<file path="src/rtl/online_ccm_test_ctrl.sv">
// online_ccm_test_ctrl
//   Sequencer for the overclocked online constant-coefficient multiplier test
//   path. It launches an operand into the CCM, waits a programmable settle
//   window, captures the redundant result once, and checks it against the
//   conventionally computed product MULT * X. It counts vectors and errors,
//   and keeps the first failing operand/result pair of the run.
//
// Ports
//   clk, rst_n    : clock, asynchronous active-low reset
//   start         : run start pulse, honoured in IDLE or DONE
//   abort         : returns to IDLE; wins over start
//   mode          : operand source, 0 = LFSR, 1 = counter sweep (latched on start)
//   dut_x         : registered operand to the CCM (signed-digit, {plus,minus} pairs)
//   dut_y         : CCM result, redundant signed digits
//   busy, done    : status (busy in LAUNCH/WAIT/CAPTURE/CHECK, done in DONE)
//   vec_cnt       : vectors checked in the current run
//   err_cnt       : mismatches in the current run, saturating
//   first_err_x/y : operand and captured result of the first mismatch
module online_ccm_test_ctrl #(
  parameter int          STAGE     = 4,
  parameter int          WL_OUT    = 2*(STAGE+5),
  parameter int          MULT      = 14,
  parameter int          SETTLE    = 2,
  parameter int          NUM_VEC   = 256,
  parameter logic [15:0] LFSR_SEED = 16'hACE1
) (
  input  logic                 clk,
  input  logic                 rst_n,
  input  logic                 start,
  input  logic                 abort,
  input  logic                 mode,
  output logic [2*STAGE-1:0]   dut_x,
  input  logic [WL_OUT-1:0]    dut_y,
  output logic                 busy,
  output logic                 done,
  output logic [15:0]          vec_cnt,
  output logic [15:0]          err_cnt,
  output logic [2*STAGE-1:0]   first_err_x,
  output logic [WL_OUT-1:0]    first_err_y
);

  localparam int WL_IN = 2*STAGE;
  localparam int YD    = WL_OUT/2;
  // Wide enough for the sign-extended CCM result and for MULT * X exactly.
  localparam int GW    = 34 + STAGE + YD;

  localparam logic signed [GW-1:0] MULT_W    = GW'(MULT);
  localparam logic [7:0]           SETTLE_M1 = 8'(SETTLE-1);
  localparam logic [15:0]          NUM_VEC_W = 16'(NUM_VEC);

  typedef enum logic [2:0] {
    S_IDLE,
    S_LAUNCH,
    S_WAIT,
    S_CAPTURE,
    S_CHECK,
    S_DONE
  } state_e;

  state_e             state_q, state_d;
  logic [WL_IN-1:0]   dut_x_q, dut_x_d;
  logic [15:0]        lfsr_q, lfsr_d;
  logic [WL_IN-1:0]   sweep_q, sweep_d;
  logic               mode_q, mode_d;
  logic [7:0]         settle_q, settle_d;
  logic [WL_OUT-1:0]  y_cap_q, y_cap_d;
  logic [15:0]        vec_cnt_q, vec_cnt_d;
  logic [15:0]        err_cnt_q, err_cnt_d;
  logic [WL_IN-1:0]   first_err_x_q, first_err_x_d;
  logic [WL_OUT-1:0]  first_err_y_q, first_err_y_d;

  // Golden check: split digits into plus/minus magnitudes, value = P - N.
  logic [STAGE-1:0]      x_p, x_n;
  logic [YD-1:0]         y_p, y_n;
  logic signed [GW-1:0]  x_int, y_int, golden;
  logic                  mismatch;

  always_comb begin
    x_p = '0;
    x_n = '0;
    y_p = '0;
    y_n = '0;
    for (int unsigned k = 0; k < STAGE; k++) begin
      x_p[k] = dut_x_q[2*k+1];
      x_n[k] = dut_x_q[2*k];
    end
    for (int unsigned k = 0; k < YD; k++) begin
      y_p[k] = y_cap_q[2*k+1];
      y_n[k] = y_cap_q[2*k];
    end
    x_int    = GW'(x_p) - GW'(x_n);
    y_int    = GW'(y_p) - GW'(y_n);
    golden   = x_int * MULT_W;
    mismatch = (y_int != golden);
  end

  logic        lfsr_fb;
  logic [15:0] vec_inc;

  assign lfsr_fb = lfsr_q[15] ^ lfsr_q[13] ^ lfsr_q[12] ^ lfsr_q[10];
  assign vec_inc = vec_cnt_q + 16'd1;

  always_comb begin
    state_d       = state_q;
    dut_x_d       = dut_x_q;
    lfsr_d        = lfsr_q;
    sweep_d       = sweep_q;
    mode_d        = mode_q;
    settle_d      = settle_q;
    y_cap_d       = y_cap_q;
    vec_cnt_d     = vec_cnt_q;
    err_cnt_d     = err_cnt_q;
    first_err_x_d = first_err_x_q;
    first_err_y_d = first_err_y_q;

    unique case (state_q)
      S_IDLE, S_DONE: begin
        if (abort) begin
          state_d = S_IDLE;
        end else if (start) begin
          vec_cnt_d     = '0;
          err_cnt_d     = '0;
          first_err_x_d = '0;
          first_err_y_d = '0;
          lfsr_d        = LFSR_SEED;
          sweep_d       = '0;
          mode_d        = mode;
          state_d       = S_LAUNCH;
        end
      end
      S_LAUNCH: begin
        if (abort) begin
          state_d = S_IDLE;
        end else begin
          if (mode_q) begin
            dut_x_d = sweep_q;
            sweep_d = sweep_q + WL_IN'(1);
          end else begin
            dut_x_d = lfsr_q[WL_IN-1:0];
            lfsr_d  = {lfsr_q[14:0], lfsr_fb};
          end
          settle_d = SETTLE_M1;
          state_d  = S_WAIT;
        end
      end
      S_WAIT: begin
        if (abort) begin
          state_d = S_IDLE;
        end else if (settle_q == '0) begin
          state_d = S_CAPTURE;
        end else begin
          settle_d = settle_q - 8'd1;
        end
      end
      S_CAPTURE: begin
        if (abort) begin
          state_d = S_IDLE;
        end else begin
          y_cap_d = dut_y;
          state_d = S_CHECK;
        end
      end
      S_CHECK: begin
        if (abort) begin
          state_d = S_IDLE;
        end else begin
          vec_cnt_d = vec_inc;
          if (mismatch) begin
            if (err_cnt_q != '1) begin
              err_cnt_d = err_cnt_q + 16'd1;
            end
            if (err_cnt_q == '0) begin
              first_err_x_d = dut_x_q;
              first_err_y_d = y_cap_q;
            end
          end
          state_d = (vec_inc == NUM_VEC_W) ? S_DONE : S_LAUNCH;
        end
      end
      default: state_d = S_IDLE;
    endcase
  end

  always_ff @(posedge clk or negedge rst_n) begin
    if (!rst_n) begin
      state_q       <= S_IDLE;
      dut_x_q       <= '0;
      lfsr_q        <= LFSR_SEED;
      sweep_q       <= '0;
      mode_q        <= 1'b0;
      settle_q      <= '0;
      y_cap_q       <= '0;
      vec_cnt_q     <= '0;
      err_cnt_q     <= '0;
      first_err_x_q <= '0;
      first_err_y_q <= '0;
    end else begin
      state_q       <= state_d;
      dut_x_q       <= dut_x_d;
      lfsr_q        <= lfsr_d;
      sweep_q       <= sweep_d;
      mode_q        <= mode_d;
      settle_q      <= settle_d;
      y_cap_q       <= y_cap_d;
      vec_cnt_q     <= vec_cnt_d;
      err_cnt_q     <= err_cnt_d;
      first_err_x_q <= first_err_x_d;
      first_err_y_q <= first_err_y_d;
    end
  end

  assign dut_x       = dut_x_q;
  assign busy        = (state_q == S_LAUNCH) || (state_q == S_WAIT) ||
                       (state_q == S_CAPTURE) || (state_q == S_CHECK);
  assign done        = (state_q == S_DONE);
  assign vec_cnt     = vec_cnt_q;
  assign err_cnt     = err_cnt_q;
  assign first_err_x = first_err_x_q;
  assign first_err_y = first_err_y_q;

endmodule
</file>
<file path="config.mk">
export PLATFORM = sky130hd
export DESIGN_NAME = online_ccm_test_ctrl
export DESIGN_NICKNAME = d
export VERILOG_FILES = /design/src/rtl/online_ccm_test_ctrl.sv
export SDC_FILE = /design/constraint.sdc
export NUM_CORES = 1
export LEC_CHECK = 0
export BUFFER_PORTS_ARGS = -buffer_cell sky130_fd_sc_hd__buf_2
export CAP_MARGIN = 0
export CELL_PAD_IN_SITES_DETAIL_PLACEMENT = 0
export CELL_PAD_IN_SITES_GLOBAL_PLACEMENT = 1
export CORE_MARGIN = 2
export CORE_UTILIZATION = 40
export DETAILED_ROUTE_END_ITERATION = 16
export PLACE_DENSITY_LB_ADDON = 0.1
export SYNTH_ARGS = -nofsm -noshare
export SYNTH_HDL_FRONTEND = slang
export SYNTH_SLANG_ARGS = --single-unit
</file>
<file path="constraint.sdc">
create_clock -name clk -period 6.1 [get_ports clk]
set_input_delay 0.61 -clock clk [delete_from_list [all_inputs] [get_ports clk]]
set_output_delay 0.61 -clock clk [all_outputs]
set_load 0.01 [all_outputs]
</file>
==> results list <==
- The analysis attributes to cell leakage a power of 3.920 nW.
- The tool flagged a number of max-cap violations equal to 0.
- Instance count of the mapped netlist: 714
- Final standard cell utilization of the core: 0.4799
- After detailed routing, the average wire length per cell comes to around 16 um.
- The number of clock buffers added by TritonCTS is 17.
- In this run the top signal layer used is met4.
- Library cell occupying the most area in the post-synthesis netlist: dfrtp_1
* First-pass GRT wire length: ~28000 um
- The final-report hold violation count is 0.
- STA classifies the critical path startpoint as a register.
- Counting flops and latches in the post-synthesis netlist gives between 100 and 150.
* Tightest Hold Check Type: input pin to async pin
- Average cell area after synthesis: approximately 9.5 um2
- In the synthesized netlist, the cells that appear most often are dfrtp_1, nand2_1, o21ai_0, nor2_1, inv_1.
- After detailed routing, the number of vias per cell comes to 5.403.
* Maximum fanout along the worst path: 33
- The floorplan step defined a die boundary enclosing approximately 18000 um2.
* Post-Synthesis Cell Area: 6753 um2
* Fraction of layout cells with a size suffix above 1: 0.2075
- For this run, the register share of the synthesized area comes to 0.4462.
* Switching power as a share of total power: 0.3976
- Measured along the x axis, the die boundary spans roughly 130 um.
* Yosys warns: 0
* Sum of negative setup slack: 0 ps
* Post-CTS setup-driven buffer insertion count: 0
* Number of enable flip-flop cells after synthesis: 0
* Cell with the most instances after synthesis: dfrtp_1
- Setup repair after global routing left no endpoint under its margin.
* Pwr/cell area: 632.5 nW/um2
- For this design, the CTS-stage hold fixing added 0 buffers.
- By area the synthesized netlist is led by dfrtp_1, nand2_1, ha_1.
- Count of different cell masters after synthesis: 60
- VDD sags by at most 0.6584 mV.
* Max Slew Vio Count: 0
- The tree is rooted in a clkbuf_16.
* I/O pin total: between 90 and 100
- For the worst setup path, the data required time is approximately 6400 ps.
* Gr ovfl total: 0
- Once placement finished, the instance area stood at around 7400 um2.
- Detail Placement HPWL: 11520 um
- The share of total power dissipated in sequential elements is 0.221.
- Dominant register cell in the synthesized netlist: dfrtp_1
- Gates resized during post-CTS repair numbered 0.
* Via count of the first global-routing pass: between 5000 and 6000
* Routed wire length on met2: a little under 8000 um
- In the finished design, the share of the clock period the worst path needs comes to 0.8582.
- Setup violations remaining at the end of the flow were counted as 0.
- After routing the design area is just under 8000 um2.
- TritonCTS built the clock tree.
- Total wire length after detailed routing: between 15000 and 20000 um
- Clk network pwr share: 0.194
* Starting density of the core: 0.4086
- After clock tree synthesis, the clock-pin slew on the worst setup and hold paths is 50 ps.
- In this run the tightest slew margin relative to its limit is 0.2740.
- Total global routing track utilization: 0.1972
* Sum of met3 wire segment lengths after detailed routing: between 500 and 600 um
- Detailed-routing wirelength on met1: just under 8000 um
- Fmax achieved: approximately 0.19 GHz
* Switching pwr: between 0.0015 and 0.002 W
- Number of optimization iterations in the first detailed-route pass: 4
- Overall power consumption after layout is estimated at 0.005016 W.
* Critical Setup Path Class: register to register
* CP arrival: between 5000 and 6000 ps
- The H-tree was split into 4 levels.
- Site row count: 47
- Setup skew after layout: ~8.5 ps
- After the first detailed-routing iteration, the DRC count stood at around 360.
- Proportion of synthesized flip-flops having asynchronous set or reset: 1.000
- The detail route stage leaves a number of antenna-violating nets equal to 0.
- The final layout contains ~850 nets.
* Status: complete, no violations
- The number of antenna diodes in the final layout is 0.
- Post-Synthesis Net Count: between 700 and 800
* Area added between synthesis and finish: 17.44%
- RD Place Congestion: 0.8495
- Via count: 5538
* Number of antenna violations at the first check in global routing: 0
- Endpoint kind of the worst setup timing path: register
* Area of the core region: around 17000 um2
* Maximum clock path buffer count: 2
- Clock latency reported for the late side of the worst-skew pair: 410 ps
* Fin crit period: ~5200 ps
* Quantity of I/O buffers inserted on ports: 90
* Post-synth top area share: 0.4150
* Clock sink total: between 100 and 150
- Part of the power in combinational logic: 0.585
* Internal power: a little over 0.003 W
- In the routed design, unresolved DRC markers number 0.
- Die boundary height: around 130 um
- Entering global routing, the biggest net connects 70 pins.
* Worst Max-Slew Pin Slew: 1089 ps
## state kept, by name (all words and copies together), names as in the netlist, 16 cells and up
signal       count
err_cnt         16
first_err_y     18
lfsr_q          16
vec_cnt         16
y_cap_q         18
## worst paths after layout
check	slack (ps)	cells after the start	startpoint	end
worst max register to register	860	17	dut_x[4]$_DFFE_PN0P_	err_cnt[0]$_DFFE_PN0P_
worst min register to register	480	2	lfsr_q[14]$_DFFE_PN0P_	lfsr_q[14]$_DFFE_PN0P_
worst max-delay path	860	17	dut_x[4]$_DFFE_PN0P_	err_cnt[0]$_DFFE_PN0P_
min in group clk	410	3	dut_y[12]	y_cap_q[12]$_DFFE_PN0P_
worst min-delay path	340	1	rst_n	err_cnt[9]$_DFFE_PN0P_
max in group asynchronous	4540	2	rst_n	mode_q$_DFFE_PN0P_
## critical path, stage by stage, from the launching register on
cell      delay (ps)
dfrtp_1          380
inv_1             60
ha_1             340
a21oi_1          190
a21boi_0         130
nor2b_1          330
ha_1             330
fa_1             480
ha_1             360
xnor3_1          440
or2_1            150
o21ai_0           80
mux2_2           270
or4_1            460
nor4bb_4         380
buf_4            360
or3_1            220
mux2i_1          200
## through the flow
| stage | setup WS (ps) | std cells | hold slack, ps |
|---|---|---|---|
| final | 864.8 | 1025 | 336.1 |
| after floorplan | 1425 | 714 | 314.4 |
| after global placement | 1038 | 993 | 464.9 |
| after CTS | 846.8 | 1025 | 360.9 |
| after global routing | 519.2 | 1025 | 397.7 |
| after detailed placement | 887.4 | 993 | 474.3 |
## cell families (layout without fill, tap and decap cells)
logic type / count (synthesis) / in the layout / synth area share
multiplexers: 22 / 22 / 0.03446
AND/OR/NAND/NOR: 269 / 269 / 0.1955
XOR/XNOR: 31 / 31 / 0.04225
adder cells (fa/ha/maj): 34 / 34 / 0.06856
buffers and inverters: 69 / 160 / 0.04614
AO/OA/AOI/OAI: 169 / 169 / 0.1669
flip-flops: 120 / 120 / 0.4462
## routing by layer
layer / vias up / global-route usage
met4: 0 / 0.06974
met2: 102 / 0.3171
li1: 2724 / -
met5: - / 0
met3: 20 / 0.04346
met1: 2692 / 0.2635
## power by group through the flow
stage,registers [W],logic [W],clock network [W]
after detailed placement,0.00112,0.00293,0
after global placement,0.00111,0.00280,0
after global routing,0.00113,0.00328,0.00104
after floorplan,0.00108,0.00230,0
final,0.00111,0.00294,0.000974
after CTS,0.00111,0.00295,0.00100
## cells in the final DEF, fill, tap and decap left out, types with 4 or more instances in the layout
master,netlist,final
a31oi_1,5,5
a21o_1,10,10
nand2b_1,8,8
buf_2,3,89
nand2_1,99,99
or3_1,6,6
nor4_1,6,6
and3_1,11,11
o41ai_1,4,4
o31ai_1,8,8
and4_1,5,5
inv_1,30,30
xor2_1,13,13
or4_1,13,13
mux2_2,10,10
a32o_1,6,6
nor3_1,10,9
fa_1,5,5
clkinv_2,0,5
xnor2_1,17,17
nor2_1,54,54
clkbuf_1,27,4
dfrtp_1,112,112
and2_1,5,5
a21oi_1,29,29
nand3_1,18,18
o21ai_0,64,64
nand4_1,13,13
buf_4,1,9
dfstp_2,8,8
ha_1,29,29
o211ai_1,6,6
nand3b_1,7,7
mux2i_1,12,12
clkbuf_16,0,17
a32o_2,16,16
## final cells by class
type	instances	area (um2)
Clock buffer	23	467.9
Clock inverter	9	100.1
Multi-Input combinational cell	525	3448
Fill cell	1600	8594
Timing Repair Buffer	98	513.0
Sequential cell	120	3013
Tap cell	220	275.3
Inverter	30	112.6
(Power assumes the default switching activity.)
